===== src/rtl/pulse_period_meter_pkg.sv =====
// Shared divider/meter definitions: measurement FSM states, default datapath
// width and the counter-width helper used to size saturating counters.
package div_pkg;

  typedef enum logic {
    IDLE  = 1'b0,
    ARMED = 1'b1
  } meas_state_t;

  localparam int unsigned DEF_WIDTH = 32;

  // Bits needed to hold values 0..max_val (never less than one bit).
  function automatic int unsigned cnt_width(input int unsigned max_val);
    return (max_val < 2) ? 1 : $clog2(max_val + 1);
  endfunction

endpackage


===== src/rtl/pulse_period_meter_if.sv =====
// Measurement bus of pulse_period_meter: control/stimulus in, period report out.
interface pulse_period_meter_if
  import div_pkg::*;
#(
  parameter int unsigned WIDTH = DEF_WIDTH
);
  logic             en;
  logic             pulse_in;
  logic [WIDTH-1:0] expected;
  logic [WIDTH-1:0] period;
  logic             period_valid;
  logic             match;
  logic             lock;
  logic             timeout;

  modport master (
    output en, pulse_in, expected,
    input  period, period_valid, match, lock, timeout
  );

  modport slave (
    input  en, pulse_in, expected,
    output period, period_valid, match, lock, timeout
  );
endinterface


===== src/rtl/pulse_period_meter_cmp.sv =====
// Period comparator: exact equality by default, |measured-expected| <= tol
// when PERIOD_TOL_EN is defined. An expected value of zero never matches.
module period_window_cmp #(
  parameter int unsigned WIDTH = 32
) (
  input  logic [WIDTH-1:0] measured,
  input  logic [WIDTH-1:0] expected,
  input  logic [WIDTH-1:0] tol,
  output logic             match
);

`ifdef PERIOD_TOL_EN
  logic [WIDTH:0] diff;

  // One extra bit keeps the magnitude exact whichever operand is larger.
  always_comb begin
    if (measured >= expected) begin
      diff = {1'b0, measured} - {1'b0, expected};
    end else begin
      diff = {1'b0, expected} - {1'b0, measured};
    end
    match = (expected != '0) && (diff <= {1'b0, tol});
  end
`else
  logic unused_tol;
  assign unused_tol = ^tol;

  always_comb begin
    match = (expected != '0) && (measured == expected);
  end
`endif

endmodule


===== src/rtl/pulse_period_meter.sv =====
// Measures clock cycles between rising edges of pulse_in, checks against
// expected, tracks lock and timeout. Optional tolerance compare: PERIOD_TOL_EN.
module pulse_period_meter
  import div_pkg::*;
#(
  parameter int unsigned WIDTH      = DEF_WIDTH,
  parameter int unsigned MAX_PERIOD = 1000000,
  parameter int unsigned LOCK_COUNT = 4,
  parameter int unsigned TOL        = 2
) (
  input logic                  clk,
  input logic                  rst,
  pulse_period_meter_if.slave  bus
);

  localparam int unsigned MCW = cnt_width(LOCK_COUNT);

  meas_state_t      state_q, state_d;
  logic [WIDTH-1:0] count_q, count_d;
  logic [MCW-1:0]   match_cnt_q, match_cnt_d;
  logic             pulse_d_q;
  logic [WIDTH-1:0] period_q, period_d;
  logic             valid_q, valid_d;
  logic             match_q, match_d;
  logic             lock_q, lock_d;
  logic             timeout_q, timeout_d;

  logic rise;
  logic cmp_match;

  assign rise = bus.pulse_in & ~pulse_d_q;

  period_window_cmp #(
    .WIDTH (WIDTH)
  ) u_cmp (
    .measured (count_q),
    .expected (bus.expected),
    .tol      (WIDTH'(TOL)),
    .match    (cmp_match)
  );

  always_comb begin
    state_d     = state_q;
    count_d     = count_q;
    match_cnt_d = match_cnt_q;
    period_d    = period_q;
    valid_d     = 1'b0;
    match_d     = match_q;
    lock_d      = lock_q;
    timeout_d   = timeout_q;

    // Disable overrides both a measuring edge and a pending timeout.
    if (!bus.en) begin
      state_d     = IDLE;
      count_d     = '0;
      match_cnt_d = '0;
      lock_d      = 1'b0;
    end else begin
      unique case (state_q)
        IDLE: begin
          if (rise) begin
            state_d = ARMED;
            count_d = WIDTH'(1);
          end
        end
        ARMED: begin
          if (rise) begin
            period_d  = count_q;
            count_d   = WIDTH'(1);
            valid_d   = 1'b1;
            timeout_d = 1'b0;
            match_d   = cmp_match;
            if (cmp_match) begin
              if (match_cnt_q != MCW'(LOCK_COUNT)) begin
                match_cnt_d = match_cnt_q + MCW'(1);
              end
            end else begin
              match_cnt_d = '0;
            end
            lock_d = (match_cnt_d == MCW'(LOCK_COUNT));
          end else if (count_q == WIDTH'(MAX_PERIOD)) begin
            state_d     = IDLE;
            count_d     = '0;
            match_cnt_d = '0;
            lock_d      = 1'b0;
            timeout_d   = 1'b1;
          end else begin
            count_d = count_q + WIDTH'(1);
          end
        end
        default: state_d = IDLE;
      endcase
    end
  end

  always_ff @(posedge clk) begin
    if (rst) begin
      state_q     <= IDLE;
      count_q     <= '0;
      match_cnt_q <= '0;
      pulse_d_q   <= 1'b0;
      period_q    <= '0;
      valid_q     <= 1'b0;
      match_q     <= 1'b0;
      lock_q      <= 1'b0;
      timeout_q   <= 1'b0;
    end else begin
      state_q     <= state_d;
      count_q     <= count_d;
      match_cnt_q <= match_cnt_d;
      pulse_d_q   <= bus.pulse_in;
      period_q    <= period_d;
      valid_q     <= valid_d;
      match_q     <= match_d;
      lock_q      <= lock_d;
      timeout_q   <= timeout_d;
    end
  end

  assign bus.period       = period_q;
  assign bus.period_valid = valid_q;
  assign bus.match        = match_q;
  assign bus.lock         = lock_q;
  assign bus.timeout      = timeout_q;

endmodule


===== src/flat_wrapper.sv =====
// flat-port wrapper written by rule: the top's interface ports become plain ports
module pulse_period_meter_flat import div_pkg::*;
#(
  parameter int unsigned WIDTH      = DEF_WIDTH,
  parameter int unsigned MAX_PERIOD = 1000000,
  parameter int unsigned LOCK_COUNT = 4,
  parameter int unsigned TOL        = 2
)
  (clk, rst, bus_en, bus_pulse_in, bus_expected, bus_period, bus_period_valid, bus_match, bus_lock, bus_timeout);
  pulse_period_meter_if #(.WIDTH(WIDTH)) bus_i ();
  input logic clk;
  input logic rst;
  input wire logic [$bits(bus_i.en)-1:0] bus_en;
  input wire logic [$bits(bus_i.pulse_in)-1:0] bus_pulse_in;
  input wire logic [$bits(bus_i.expected)-1:0] bus_expected;
  output wire logic [$bits(bus_i.period)-1:0] bus_period;
  output wire logic [$bits(bus_i.period_valid)-1:0] bus_period_valid;
  output wire logic [$bits(bus_i.match)-1:0] bus_match;
  output wire logic [$bits(bus_i.lock)-1:0] bus_lock;
  output wire logic [$bits(bus_i.timeout)-1:0] bus_timeout;
  assign bus_i.en = bus_en;
  assign bus_i.pulse_in = bus_pulse_in;
  assign bus_i.expected = bus_expected;
  assign bus_period = bus_i.period;
  assign bus_period_valid = bus_i.period_valid;
  assign bus_match = bus_i.match;
  assign bus_lock = bus_i.lock;
  assign bus_timeout = bus_i.timeout;
  pulse_period_meter #(.WIDTH(WIDTH), .MAX_PERIOD(MAX_PERIOD), .LOCK_COUNT(LOCK_COUNT), .TOL(TOL)) u_core (.clk(clk), .rst(rst), .bus(bus_i));
endmodule

===== config.mk =====
export PLATFORM = sky130hd
export DESIGN_NAME = pulse_period_meter_flat
export DESIGN_NICKNAME = d
export VERILOG_FILES = /design/src/rtl/pulse_period_meter_pkg.sv /design/src/rtl/pulse_period_meter_if.sv /design/src/rtl/pulse_period_meter_cmp.sv /design/src/rtl/pulse_period_meter.sv /design/src/flat_wrapper.sv
export SDC_FILE = /design/constraint.sdc
export NUM_CORES = 1
export LEC_CHECK = 0
export CAP_MARGIN = 20
export CORE_MARGIN = 10
export CORE_UTILIZATION = 29
export CTS_CLUSTER_DIAMETER = 50
export DETAILED_ROUTE_END_ITERATION = 6
export GPL_TIMING_DRIVEN = 0
export PLACE_DENSITY = 0.55
export SYNTH_ARGS = -nofsm -noshare
export SYNTH_HDL_FRONTEND = slang
export SYNTH_SLANG_ARGS = --single-unit

===== constraint.sdc =====
create_clock -name clk -period 5.8 [get_ports clk]
set_input_delay 0.58 -clock clk [delete_from_list [all_inputs] [get_ports clk]]
set_output_delay 0.58 -clock clk [all_outputs]
set_load 0.02 [all_outputs]

==> flow_summary.json, run 1 <==
{
  "status": "complete, no violations",
  "period_needed_ns": 2.597,
  "drtAntennaViolNets": 0,
  "globalplace.congestion": 0.9222,
  "port_buffers": 71,
  "antenna_found_initial": 0,
  "dp.final_hpwl_mm": 9.645,
  "insertion_delay_ns": 0.34,
  "diodes": 0,
  "pre_cts_ws_ns": 2.925,
  "hold_depth": 2,
  "maxCapViolCount": 0,
  "worst_pin_slew_ns": 0.7381,
  "endpoint_kind": "flip-flop",
  "yosys_warnings": 0,
  "drc_errors": 0,
  "synth_edf_count": 0,
  "powerDensity_nw_per_um2": 222.7,
  "cp.arrival_ns": 2.84,
  "path_class": "flip-flop to flip-flop",
  "max_slew_margin_pct": 50.34,
  "viasPerCell": 5.413,
  "cts_tree": "built",
  "fin_skew_ns": 0.006794,
  "grt_max_degree": 11,
  "slew_viol_final": 0,
  "grt_usage_pct": 14.44,
  "row_count": 41,
  "grt_pass1_vias": 3552,
  "synth_area_leaders": "dfxtp_1 (39%), a22o_1 (7.5%), xor2_1 (7.5%), a311oi_1 (4.4%), nor4_1 (3.3%)",
  "required_ns": 6.05,
  "initial_core_util_pct": 29.66,
  "clock.fmax_ghz": 0.3851,
  "synth.cell_area_um2": 3744,
  "hold_buffers": 0,
  "die_area_um2": 17850,
  "dieWidth_um": 133.6,
  "rsz0062_at_grt": "no",
  "ioPinCount": 72,
  "syn_to_final_growth_pct": 31.78,
  "async_flop_share_pct": 0,
  "grt_pass1_wl_mm": 20.14,
  "drt_iter0_markers": 312,
  "h-tree-depth": 3,
  "syn_nets": 458,
  "chipHeight_um": 133.6,
  "first_pass_iters": 5,
  "clock_path_buffers": 2,
  "finalSetupViolCount": 0,
  "cp-start-kind": "flip-flop",
  "ctsResizeCount": 0,
  "postCtsSetupBuffers": 0,
  "cts-root-buf": "clkbuf_16",
  "cts_made_buffers": 9,
  "finalCritPeriodShare_pct": 44.77,
  "via_count": 3654,
  "synth.most_common_cell": "dfxtp_1",
  "avgRoutedWirePerCell_um": 19.27,
  "finalNetCount": 540,
  "path_max_fanout": 10,
  "wl_mm": 13.00,
  "reg2reg_depth": 9,
  "cts_sinks": 73,
  "tns_ns": 0,
  "core-area_um2": 12620,
  "synth_ff_type": "dfxtp_1",
  "yosys.area.top_type": "dfxtp_1",
  "drive_gt1_share_pct": 9.145,
  "p_leak_uw": 0.001777,
  "min_path_type": "flip-flop to flip-flop",
  "hold_viol_final": 0,
  "max-vdd-ir-drop_mv": 0.09984,
  "avgSynthCellArea_um2": 8.956,
  "ys_top_cells_by_count": "dfxtp_1 (73), a22o_1 (32), nand2_1 (32), xor2_1 (32), nor2_1 (26)",
  "yosysTopAreaCellShare_pct": 39.04,
  "ys_ff_latch": 73,
  "gr-total-overflow": 0,
  "syn_inst": 418,
  "clk_pin_slew_ns": 0.05,
  "setup_ws_ns": 3.203,
  "yosysSeqAreaShare_pct": 39.04,
  "synth_cell_types": 51
}
==> logic make-up (layout without fill, tap and decap cells) <==
kind of cell	count (synthesis)	after routing	synth area share, %
AOI/OAI and AO/OA	118	118	23.26
DFF	73	73	39.04
xor gates and xnor gates	32	32	7.487
and+or+nand+nor	146	146	22.39
buffers and inverters	45	130	6.484
adders and majority gates	4	4	1.337
==> sequential cells by signal (all words and copies together), names as in the netlist <==
register / count
u_core.bus.lock: 1
u_core.bus.match: 1
u_core.bus.period: 32
u_core.bus.period_valid: 1
u_core.bus.timeout: 1
u_core.count_q: 32
u_core.match_cnt_q: 3
u_core.pulse_d_q: 1
u_core.state_q: 1
==> stage by stage <==
stage	instances	total power (uW)	utilization (%)	area, um^2	hold slack, ns
floorplan	418	549.4	-	3744	0.4892
global placement	661	598.3	37.00	4669	0.4384
detailed placement	661	598.5	37.00	4669	0.4500
CTS	675	1109	39.09	4933	0.4573
global route	675	1133	39.09	4933	0.4723
finish	675	1099	39.09	4933	0.4491
==> per-layer routing <==
metal / up-vias / global-route usage (%) / wire, um
li1: 1734 / - / -
met1: 1744 / 18.33 / 5795
met2: 149 / 22.22 / 5961
met3: 27 / 3.684 / 963
met4: 0 / 7.013 / 282
met5: - / 0 / 0
==> critical path, cell delays in order (launching register included) <==
cell and delay [ns]:
dfxtp_1 0.50, inv_1 0.08, ha_1 0.20, and4bb_2 0.23, nand4_1 0.22, o311a_1 0.28
buf_2 0.29, buf_2 0.32, a21oi_1 0.11, a311oi_1 0.25
==> worst paths after layout <==
kind | to | startpoint | slack, ns
hold reg to reg | u_core.bus.match | u_core.bus.match | 0.45
setup reg to reg | u_core.count_q[8] | u_core.count_q[0] | 3.20
setup / recovery | u_core.count_q[8] | u_core.count_q[0] | 3.20
hold / removal | u_core.bus.match | u_core.bus.match | 0.45
==> final cells by class <==
type	count	area, um^2
Fill cell	1320	7686
Multi-Input combinational cell	300	2039
Timing Repair Buffer	71	710.7
Clock buffer	14	264.0
Sequential cell	73	1461
Tap cell	172	215.2
Inverter	7	26.28
Buffer	38	216.5
==> where the power goes <==
part / total [uW] / switching, uW / internal (uW)
clock: 510 / 202 / 308
sequential: 504 / 1.25 / 503
combinational: 84.5 / 48.8 / 35.6
total: 1100 / 252 / 847
==> cells in the final DEF (no fill, tap or decap), types with 3 or more instances in the layout <==
master           count
dfxtp_1             73
clkdlybuf4s50_1     71
nand2_1             32
a22o_1              32
xor2_1              32
nor2_1              26
a21oi_1             23
nor4_1              20
a311oi_1            19
clkbuf_1            18
buf_2               13
o21ai_0             12
a31oi_1             11
nand3_1             10
nor3_1              10
clkbuf_16            9
inv_1                7
and3_1               7
nand4_1              7
buf_6                6
and2_1               5
nand2b_1             4
and4_1               4
nor2b_1              4
o21ai_1              4
ha_1                 4
buf_4                3
(Power assumes the default switching activity.)
==> run 2: changes to the inputs <==
- clock period: 5.8 -> 2.52 ns (I/O delays scaled with it)
==> run 2 against run 1 <==
  * Setup slack worse by 3.0 ns
  * Fmax up 10%
  * Sequential share of layout area down 0.17 points
  * Clock power up 130%
  * Hold slack worse by 0.0013 ns
  * Global-route usage unchanged
  * Clock skew up 0.00092 ns
  * Largest power group unchanged
==> flow_summary.json, run 2 (same netlist as run 1, synthesis figures left out) <==
{
  "cp-start-kind": "flip-flop",
  "final_cell_mix": "clkdlybuf4s50_1 (71), dfxtp_1 (71), nand2_1 (32), a22o_1 (32), xor2_1 (32)",
  "period_needed_ns": 2.352,
  "cts_made_buffers": 9,
  "r2r-start": "u_core.count_q[27]",
  "diodes": 0,
  "via_count": 3664,
  "h-tree-depth": 3,
  "slew_viol_final": 0,
  "fin_total_pwr_uw": 2532,
  "globalplace.congestion": 0.9222,
  "clock_path_buffers": 2,
  "finalNetCount": 543,
  "finalCritPeriodShare_pct": 93.35,
  "dp.final_hpwl_mm": 9.645,
  "pre_cts_ws_ns": -0.05082,
  "cts_tree": "built",
  "cts-root-buf": "clkbuf_16",
  "syn_to_final_growth_pct": 32.75,
  "grt_pass1_wl_mm": 20.14,
  "worst_pin_slew_ns": 0.6846,
  "max-vdd-ir-drop_mv": 0.2319,
  "clk_pin_slew_ns": 0.05,
  "insertion_delay_ns": 0.34,
  "post-route-util_pct": 39.38,
  "min_path_type": "flip-flop to flip-flop",
  "ioPinCount": 72,
  "post-place-cells": 661,
  "drtAntennaViolNets": 0,
  "wl_mm": 13.01,
  "path_max_fanout": 10,
  "grt_max_degree": 11,
  "port_buffers": 71,
  "powerDensity_nw_per_um2": 509.4,
  "gr-total-overflow": 0,
  "die_area_um2": 17850,
  "chipHeight_um": 133.6,
  "drc_errors": 0,
  "dieWidth_um": 133.6,
  "antenna_found_initial": 0,
  "cts_sinks": 73,
  "hold_viol_final": 0,
  "endpoint_kind": "flip-flop",
  "status": "complete, no violations",
  "clock.fmax_ghz": 0.4251,
  "maxCapViolCount": 0,
  "drive_gt1_share_pct": 10.28,
  "avgRoutedWirePerCell_um": 19.19,
  "setup_ws_ns": 0.1676,
  "hp-start": "u_core.bus.match",
  "row_count": 41,
  "first_pass_iters": 6,
  "initial_core_util_pct": 29.66,
  "max_slew_margin_pct": 54.14,
  "required_ns": 2.71,
  "holdWs_ns": 0.4478,
  "p_leak_uw": 0.001790,
  "grt_usage_pct": 14.44,
  "grt_pass1_vias": 3552,
  "core-area_um2": 12620,
  "crit_path_start": "u_core.count_q[27]",
  "path_class": "flip-flop to flip-flop",
  "fin_skew_ns": 0.007719,
  "rsz0062_at_grt": "no",
  "finalSetupViolCount": 0,
  "hold_buffers": 0,
  "cp.arrival_ns": 2.55,
  "fin_cells": 678,
  "drt_iter0_markers": 336,
  "viasPerCell": 5.404
}
run 2: changes by cell type in the layout (fill, tap and decap cells not counted), sizes merged:
cell    before  now
buf         22   24
clkbuf      30   31
run 2: power breakdown:
part,leakage (uW),internal [uW],switching (uW)
combinational,0.00107,84.6,114
clock,0.000129,710,463
sequential,0.000589,1160,2.94
total,0.00179,1950,579
run 2: cell type report:
cell class	instances	area, um^2
fillers	1318	7650
multi-input cells	300	2046
flip-flops and latches	73	1464
repair buffers	74	733.2
clock buffers	14	264.0
plain buffers	38	221.5
well taps	172	215.2
inverters	7	26.28
run 2: repair_timing:
item / 4_1_cts / 5_1_grt
buffers inserted: 0 / 3
setup endpoints to repair: 10 / 23
pin swaps: 0 / 2
resized for setup: 1 / 4
run 2: worst max-delay path, stage by stage (launching register included):
cell	delay, ns
dfxtp_1	0.30
clkbuf_1	0.23
nor4b_1	0.41
nand2_1	0.18
o311a_1	0.41
clkbuf_4	0.23
buf_4	0.22
a21oi_1	0.14
a311oi_1	0.07
run 2: routing by layer:
layer  vias to the layer above  routed length (um)  global-route usage, %
met5                         -                   0                      0
met4                         0                 272                  7.013
met3                        25                 952                  3.684
met2                       142                5958                  22.22
met1                      1751                5830                  18.33
li1                       1746                   -                      -
run 2: through the flow:
stage / instance area (um^2) / setup TNS (ns)
after CTS: 4936 / 0
after global routing: 4970 / 0
after detailed placement: 4669 / -0.2350
after global placement: 4669 / -0.02056
final: 4970 / 0
after floorplan: 3744 / 0
run 2: worst paths after layout:
check	cells past startpoint	slack, ns	to
max	8	0.17	u_core.count_q[8]
min	2	0.45	u_core.bus.match
max reg2reg	8	0.17	u_core.count_q[8]
min reg2reg	2	0.45	u_core.bus.match
